===== config.mk =====
export PLATFORM = sky130hd
export DESIGN_NAME = pwm_fade_ctrl
export DESIGN_NICKNAME = d
export VERILOG_FILES = /design/src/rtl/pwm_fade_ctrl.sv
export SDC_FILE = /design/constraint.sdc
export NUM_CORES = 1
export LEC_CHECK = 0
export BUFFER_PORTS_ARGS = -buffer_cell sky130_fd_sc_hd__buf_2
export CAP_MARGIN = 15
export CORE_ASPECT_RATIO = 1.4
export CORE_MARGIN = 2
export CORE_UTILIZATION = 35
export DETAILED_ROUTE_END_ITERATION = 12
export PLACE_DENSITY_LB_ADDON = 0.25
export SLEW_MARGIN = 20
export SYNTH_ARGS = -nofsm -noshare
export SYNTH_HDL_FRONTEND = slang
export SYNTH_SLANG_ARGS = --single-unit

===== constraint.sdc =====
create_clock -name i_clk -period 5.05 [get_ports i_clk]
set_input_delay 0.2525 -clock i_clk [delete_from_list [all_inputs] [get_ports i_clk]]
set_output_delay 0.2525 -clock i_clk [all_outputs]
set_load 0.1 [all_outputs]

===== src/rtl/pwm_fade_ctrl.sv =====
// Purpose: ramps a PWM duty value toward a requested target in steps, updating only at PWM period boundaries.
// Latency: first duty update lands on the (presc+1)-th period start after acceptance; o_done coincides with the final value.
// Backpressure: o_tgt_ready is low while a fade runs, so the requester holds i_tgt_valid until the block returns to IDLE.
module pwm_fade_ctrl #(
   parameter int PWM_BITS   = 8,
   parameter int PRESC_BITS = 16
) (
   input  logic                  i_clk,
   input  logic                  i_reset,
   input  logic                  i_period_start,
   input  logic                  i_tgt_valid,
   output logic                  o_tgt_ready,
   input  logic [PWM_BITS-1:0]   i_tgt_duty,
   input  logic [PWM_BITS-1:0]   i_step,
   input  logic [PRESC_BITS-1:0] i_presc,
   input  logic                  i_abort,
   output logic [PWM_BITS-1:0]   o_duty,
   output logic                  o_busy,
   output logic                  o_done
);

   typedef enum logic {
      IDLE = 1'b0,
      RAMP = 1'b1
   } state_t;

   state_t                state;
   logic [PWM_BITS-1:0]   duty_q;
   logic [PWM_BITS-1:0]   tgt_q;
   logic [PWM_BITS-1:0]   step_q;
   logic [PRESC_BITS-1:0] presc_q;
   logic [PRESC_BITS-1:0] cnt_q;
   logic                  up_q;
   logic                  done_q;

   logic [PWM_BITS-1:0]   step_eff;
   logic [PWM_BITS:0]     up_sum;
   logic [PWM_BITS-1:0]   up_next;
   logic [PWM_BITS-1:0]   diff_dn;
   logic [PWM_BITS-1:0]   dn_next;
   logic [PWM_BITS-1:0]   next_duty;

   // Next duty value for an update edge, saturating at the target in either direction.
   always_comb begin
      step_eff  = (step_q == '0) ? PWM_BITS'(1) : step_q;
      // One extra bit so a large step near full scale cannot wrap past the target.
      up_sum    = {1'b0, duty_q} + {1'b0, step_eff};
      up_next   = (up_sum >= {1'b0, tgt_q}) ? tgt_q : up_sum[PWM_BITS-1:0];
      // Down ramps only run while duty_q > tgt_q, so this difference never underflows.
      diff_dn   = duty_q - tgt_q;
      dn_next   = (diff_dn < step_eff) ? tgt_q : (duty_q - step_eff);
      next_duty = up_q ? up_next : dn_next;
   end

   // Fade FSM: request latch, prescaled period counting, duty update, done pulse.
   always_ff @(posedge i_clk or posedge i_reset) begin
      if (i_reset) begin
         state   <= IDLE;
         duty_q  <= '0;
         tgt_q   <= '0;
         step_q  <= '0;
         presc_q <= '0;
         cnt_q   <= '0;
         up_q    <= 1'b0;
         done_q  <= 1'b0;
      end else begin
         done_q <= 1'b0;
         case (state)
            IDLE: begin
               if (i_tgt_valid) begin
                  tgt_q   <= i_tgt_duty;
                  step_q  <= i_step;
                  presc_q <= i_presc;
                  cnt_q   <= '0;
                  if (i_tgt_duty == duty_q) begin
                     // Already at target: finish without ramping.
                     done_q <= 1'b1;
                  end else begin
                     state <= RAMP;
                     up_q  <= (i_tgt_duty > duty_q);
                  end
               end
            end
            RAMP: begin
               if (i_abort) begin
                  // Abort wins over a coincident update; duty stays where it is.
                  state <= IDLE;
                  cnt_q <= '0;
               end else if (i_period_start) begin
                  if (cnt_q != presc_q) begin
                     cnt_q <= cnt_q + PRESC_BITS'(1);
                  end else begin
                     cnt_q  <= '0;
                     duty_q <= next_duty;
                     if (next_duty == tgt_q) begin
                        state  <= IDLE;
                        done_q <= 1'b1;
                     end
                  end
               end
            end
            default: state <= IDLE;
         endcase
      end
   end

   assign o_tgt_ready = (state == IDLE);
   assign o_busy      = (state == RAMP);
   assign o_duty      = duty_q;
   assign o_done      = done_q;

endmodule


Word level (Yosys, flattened, before mapping)
Cells that the tools add are included.
- bits in registers: 59
- latch bits: 0
- RAM bits: 0
- ROM bits: 0
- input port bits: 37
- logic and storage cells: 52
- memories: 0
- add/subtract/negate cells: 4
- $mul: 0
- divide/modulo/power cells: 0
- order comparisons: 3
- equality and inequality tests: 5
- shift operators: 0
- muxes and demuxes: 23
- bitwise gates (word level): 4
- reduce and logical (&&, ||, !) cells: 5
- operators with widths (kind ; number):
    2-to-1 mux 16 bit ; 4
    2-to-1 mux 8 bit ; 4
    case mux 16 bit (2 select lines) ; 1
    adder 16 x 1 -> 16 bit, second input constant ; 1
    equality test 8 bit ; 2
    != test 16 bit ; 1
    subtractor 8 bit ; 2
    2-to-1 mux 1 bit ; 12
    adder 8 x 8 -> 9 bit ; 1
    >= comparator 9 x 8 -> 1 bit ; 1
    greater-than comparator 8 bit ; 1
    zero test 8 bit ; 1
    less-than comparator 8 bit ; 1
    NOT 1 bit ; 4
    case mux 1 bit (2 select lines) ; 2
    AND reduction 2 bit ; 2
    AND reduction 4 bit ; 1
    != test 3 bit, second input constant ; 1
    AND reduction 3 bit ; 1
    != test 2 bit, second input constant ; 1

Depth between registers and ports, before layout
- depth after elaboration: 12
- gate-level depth with buffers: 18

Worst setup path before layout
OpenSTA, ideal clock, no wires.
- kind: reg2reg
- from: register duty_q[1], in the netlist o_duty[1]
- to: register duty_q[2], in the netlist o_duty[2]
- library setup time: 120 ps
- arrival time: 3925 ps
- path slack: 1005 ps
- stages on the path, launching flop included: 17
- buffers on the path: 1
- period minus slack after synthesis: 4045 ps
- path through: dfrtp_1 -> ha_1 -> a21o_1 -> a21o_1 -> a21o_1 -> a21oi_1 -> o21ai_0 -> xnor2_1 -> ha_1 -> nand4_1 -> a221oi_1 -> a221o_1 -> clkbuf_1 -> nand2_1 -> o211ai_1 -> a21oi_1 -> a21o_1
- word-level cells in the longest chain between the ends: 4
- elaborated cells between the ends (all ways): 8
- classes of those cells: add/sub (3); order compare (2); mux (3)
- RTL lines (item ; line ; source):
    start: declaration ; 28 ; logic [PWM_BITS-1:0] duty_q;
    start signal: assignment ; 94 ; duty_q <= next_duty;
    adder 8 x 8 -> 9 bit / subtractor 8 bit (equally long branches) ; 47, 50 ;
    >= comparator 9 x 8 -> 1 bit / less-than comparator 8 bit (equally long branches) ; 48, 51 ;
    2-to-1 mux 8 bit, on equally long branches ; 48, 51 ;
    2-to-1 mux 8 bit (*) ; 52 ; next_duty = up_q ? up_next : dn_next;
Mark *: on every way between the ends. The rest lies on a longest branch, timed or not.
A chain may end at the register's enable or synchronous reset.

Worst setup path after layout
- from: register step_q[3]
- to: register state, in the netlist o_busy
- word-level cells in the longest chain between the ends: 12
- elaborated cells between the ends (all ways): 15
- classes of those cells: add/sub (2); order compare (2); eq/ne (1); mux (9); reduce/logical (1)
- RTL lines (item ; line ; source):
    start: declaration ; 30 ; logic [PWM_BITS-1:0] step_q;
    start signal: assignment ; 72 ; step_q <= i_step;
    zero test 8 bit ; 45 ; step_eff = (step_q == '0) ? PWM_BITS'(1) : step_q;
    2-to-1 mux 8 bit (*) ; 45 ;
    adder 8 x 8 -> 9 bit ; 47 ; up_sum = {1'b0, duty_q} + {1'b0, step_eff};
    >= comparator 9 x 8 -> 1 bit ; 48 ; up_next = (up_sum >= {1'b0, tgt_q}) ? tgt_q : up_sum[PWM_BITS-1:0];
    2-to-1 mux 8 bit ; 48 ;
    2-to-1 mux 8 bit (*) ; 52 ;
    equality test 8 bit (*) ; 95 ; if (next_duty == tgt_q) begin
    2-to-1 mux 1 bit (*) ; 95 ;
    2-to-1 mux 1 bit (*) ; 90 ; if (cnt_q != presc_q) begin
    2-to-1 mux 1 bit (*) ; 89 ; end else if (i_period_start) begin
    2-to-1 mux 1 bit (*) ; 85 ; if (i_abort) begin
    case mux 1 bit (2 select lines) (*) ; 68 ; case (state)
    end signal: assignment ; 79 ; state <= RAMP;
    end signal: assignment ; 87 ; state <= IDLE;
    end signal: assignment ; 96 ; state <= IDLE;
    end: declaration ; 27 ; state_t state;
Marks and branches as above.

==> impl_metrics.tcl <==
set metrics [dict create \
    worst_path_max_delay_cell "a311o_1" \
    dp_hpwl_um 10000 \
    drc 0 \
    drtAntennaViolNets 0 \
    clock.fmax_mhz 221 \
    post-route-util_pct 40.8 \
    tritoncts "built" \
    syn_to_final_growth_pct 15.1 \
    io_pins 48 \
    crit_path_end "o_busy" \
    ff_latch_area_mm2 0.00148 \
    dieHeight_um 141 \
    worstPathMaxFanout 11 \
    dieArea_mm2 0.0144 \
    htreeDepth 3 \
    path_common_cell "ha_1" \
    arrival_ns 4.79 \
    pre_cts_ws_ns 0.571 \
    drtPass1Iterations 5 \
    layout-drive-gt1-share_pct 17.6 \
    fin_skew_ns 0.00882 \
    r2r-start "step_q[3]" \
    grt_pass1_wl_um 21000 \
    post-cts-setup-buffers 0 \
    critPathKind "reg -> reg" \
    crit_family "compound AO/OA/AOI/OAI gates" \
    report.power.total_mw 2.03 \
    power.density_mw_per_mm2 376 \
    reg2regPathDepth 16 \
    clk_pin_slew_ns 0.06 \
    syn_nets 617 \
    avgRoutedWirePerCell_um 17.0 \
    endpoint_kind "register" \
    drv_cap 0 \
    rsz0062_at_grt "no" \
    ctsResizeCount 0 \
    clkSinkCount 59 \
    antenna_found_initial 0 \
    netlist_area_mm2 0.00471 \
    layout_commonest_cell "dfrtp_1" \
    hold_ws_ns 0.125 \
    crit_start "step_q[3]" \
    synth_edf_count 0 \
    worst-path-buf-inv 0 \
    synth-seq-cells 59 \
    p_leak_nw 2.47 \
    fin_crit_sh_pct 89.6 \
    reg2reg_to "o_busy" \
    place_congestion 0.873 \
    nNetsFinal 655 \
    clk_latency_ns 0.33 \
    track_usage_pct 19.0 \
    maxSlewHeadroom_pct 33.0 \
    die_width_um 102 \
    required_ns 5.32 \
    yosysWarningCount 0 \
    final_cell_mix "dfrtp_1 (59), nand2_1 (47), buf_2 (47)" \
    vias_per_cell 5.27 \
    via_count 3986 \
    multi_input_area_mm2 0.00294 \
    syn_inst 531 \
    syn_avg_cell_area_um2 8.86 \
    core-area_mm2 0.0133 \
    grt_overflow 0 \
    clockBufferDepth 2 \
    finalHoldViolCount 0 \
    tightest_slew_ns 0.999 \
    outcome "completed" \
    grt_max_degree 60 \
    hold_class "in -> async" \
    finalCriticalPeriod_ns 4.53 \
    start_kind "register" \
    cts_buffers 9 \
    setup_viol 0 \
    num_rows 50 \
    yosysSeqAreaShare_pct 31.4 \
    dr.first_iter.drc_count 230 \
    clock-root-buffer "clkbuf_16" \
    wl_um 12800 \
    grt_pass1_vias 4038 \
    antenna_cells 0 \
    ys_async_sr_fraction_pct 100 \
    portBuffers 47 \
    ys_types 61 \
    critical_path.max_stage_delay_ns 0.45 \
    reg2reg_slack_ns 0.52 \
    cp_num_cells 16 \
    worst_slack_ns 0.525 \
    final.setup.tns_ns 0 \
    cp_cell_sequence "nor4_1 > a41o_1 > ha_1 > fa_1 > nand2b_1 > a211oi_1 > o22ai_1 > xnor2_1 > ha_1 > a21oi_1 > nor2b_1 > a211oi_2 > o21ai_1 > a311o_1 > o2111ai_1 > a22o_1" \
    synth-main-ff-cell "dfrtp_1" \
    vdd_ir_drop_max_uv 190 \
    cts_hold_buf 0 \
    slew_viol_final 0 \
    fillCellCount 1361 \
    initial_core_util_pct 35.5 \
]
## cell type report
class | count | area share, %
well taps | 182 | 4.20
clock inverters | 5 | 1.13
inverters | 44 | 3.05
multi-input cells | 404 | 54.3
flip-flops and latches | 59 | 27.3
repair buffers | 51 | 5.41
clock buffers | 11 | 4.67
## kinds of logic (layout without fill, tap and decap cells)
| group | Yosys count | in the layout | synth area share, % |
|---|---|---|---|
| buffers and inverters | 68 | 111 | 6.30 |
| XOR/XNOR | 48 | 48 | 8.93 |
| AND/OR/NAND/NOR | 143 | 143 | 15.0 |
| AO/OA/AOI/OAI | 138 | 138 | 18.8 |
| adder cells (fa/ha/maj) | 49 | 49 | 13.5 |
| flip-flops | 59 | 59 | 31.4 |
| multiplexers | 26 | 26 | 6.06 |
## synthesized netlist by cell type, types with 2 or more instances
library cell / n / area share, %
nor2b_1: 9 / 1.2
xnor2_1: 40 / 7.4
o21ai_1: 35 / 3.7
nor3_1: 5 / 0.53
o2111ai_1: 3 / 0.56
o21ai_0: 22 / 2.3
o211ai_1: 2 / 0.32
ha_1: 46 / 12
mux2i_1: 6 / 1.3
nand2b_1: 10 / 1.3
inv_1: 42 / 3.4
clkbuf_1: 15 / 1.2
a211oi_1: 6 / 0.96
nor2_1: 31 / 2.5
nand3_1: 10 / 1.1
mux2_2: 20 / 4.8
inv_2: 2 / 0.16
a21oi_1: 20 / 2.1
o21bai_1: 3 / 0.48
o41ai_1: 3 / 0.56
buf_2: 3 / 0.32
nor3b_1: 2 / 0.32
a22o_1: 2 / 0.37
xor2_1: 8 / 1.5
a21o_1: 10 / 1.6
dfrtp_1: 59 / 31
nand2_1: 47 / 3.7
fa_1: 3 / 1.3
buf_4: 2 / 0.32
buf_6: 4 / 0.96
and3_1: 8 / 1.1
a221o_1: 2 / 0.43
nand4_1: 10 / 1.3
o22ai_1: 3 / 0.40
a31oi_1: 6 / 0.80
o31ai_1: 7 / 1.1
## registers in the layout (all words and copies together), names as in the netlist
signal	flops
step_q	8
presc_q	16
cnt_q	16
tgt_q	8
o_busy	1
o_duty	8
up_q	1
o_done	1
## power by group
group / total, mW / switching, mW / leakage [nW] / internal [mW]
combinational: 0.798 / 0.466 / 1.57 / 0.332
sequential: 0.602 / 0.0686 / 0.754 / 0.534
clock: 0.634 / 0.225 / 0.144 / 0.409
total: 2.03 / 0.760 / 2.47 / 1.27
## worst register-to-register path, cell delays in order, from the launching register on
cell	delay (ns)
dfrtp_1	0.41
nor4_1	0.38
a41o_1	0.28
ha_1	0.19
fa_1	0.21
nand2b_1	0.09
a211oi_1	0.42
o22ai_1	0.22
xnor2_1	0.30
ha_1	0.31
a21oi_1	0.15
nor2b_1	0.07
a211oi_2	0.26
o21ai_1	0.39
a311o_1	0.45
o2111ai_1	0.16
a22o_1	0.19
## routing by layer
layer  track usage, %  vias to the layer above  share of wire, %
met3             2.78                       33               3.8
met4             9.68                        0               4.6
met5                0                        -                 0
met2             34.2                       99                53
li1                 -                     1951                 -
met1             21.4                     1903                38
## worst min-delay path by stage
stage                endpoint  depth (start not counted)
finish               cnt_q[0]                          3
global route        step_q[1]                          3
CTS                 step_q[1]                          3
detailed placement  step_q[1]                          3
global placement    step_q[2]                          3
floorplan           step_q[1]                          2
## per-stage QoR
stage	instances	area (um2)
after floorplan	531	4710
after global placement	738	5060
after detailed placement	738	5060
after CTS	754	5370
after global routing	756	5420
final	756	5420
(Power assumes the default switching activity.)
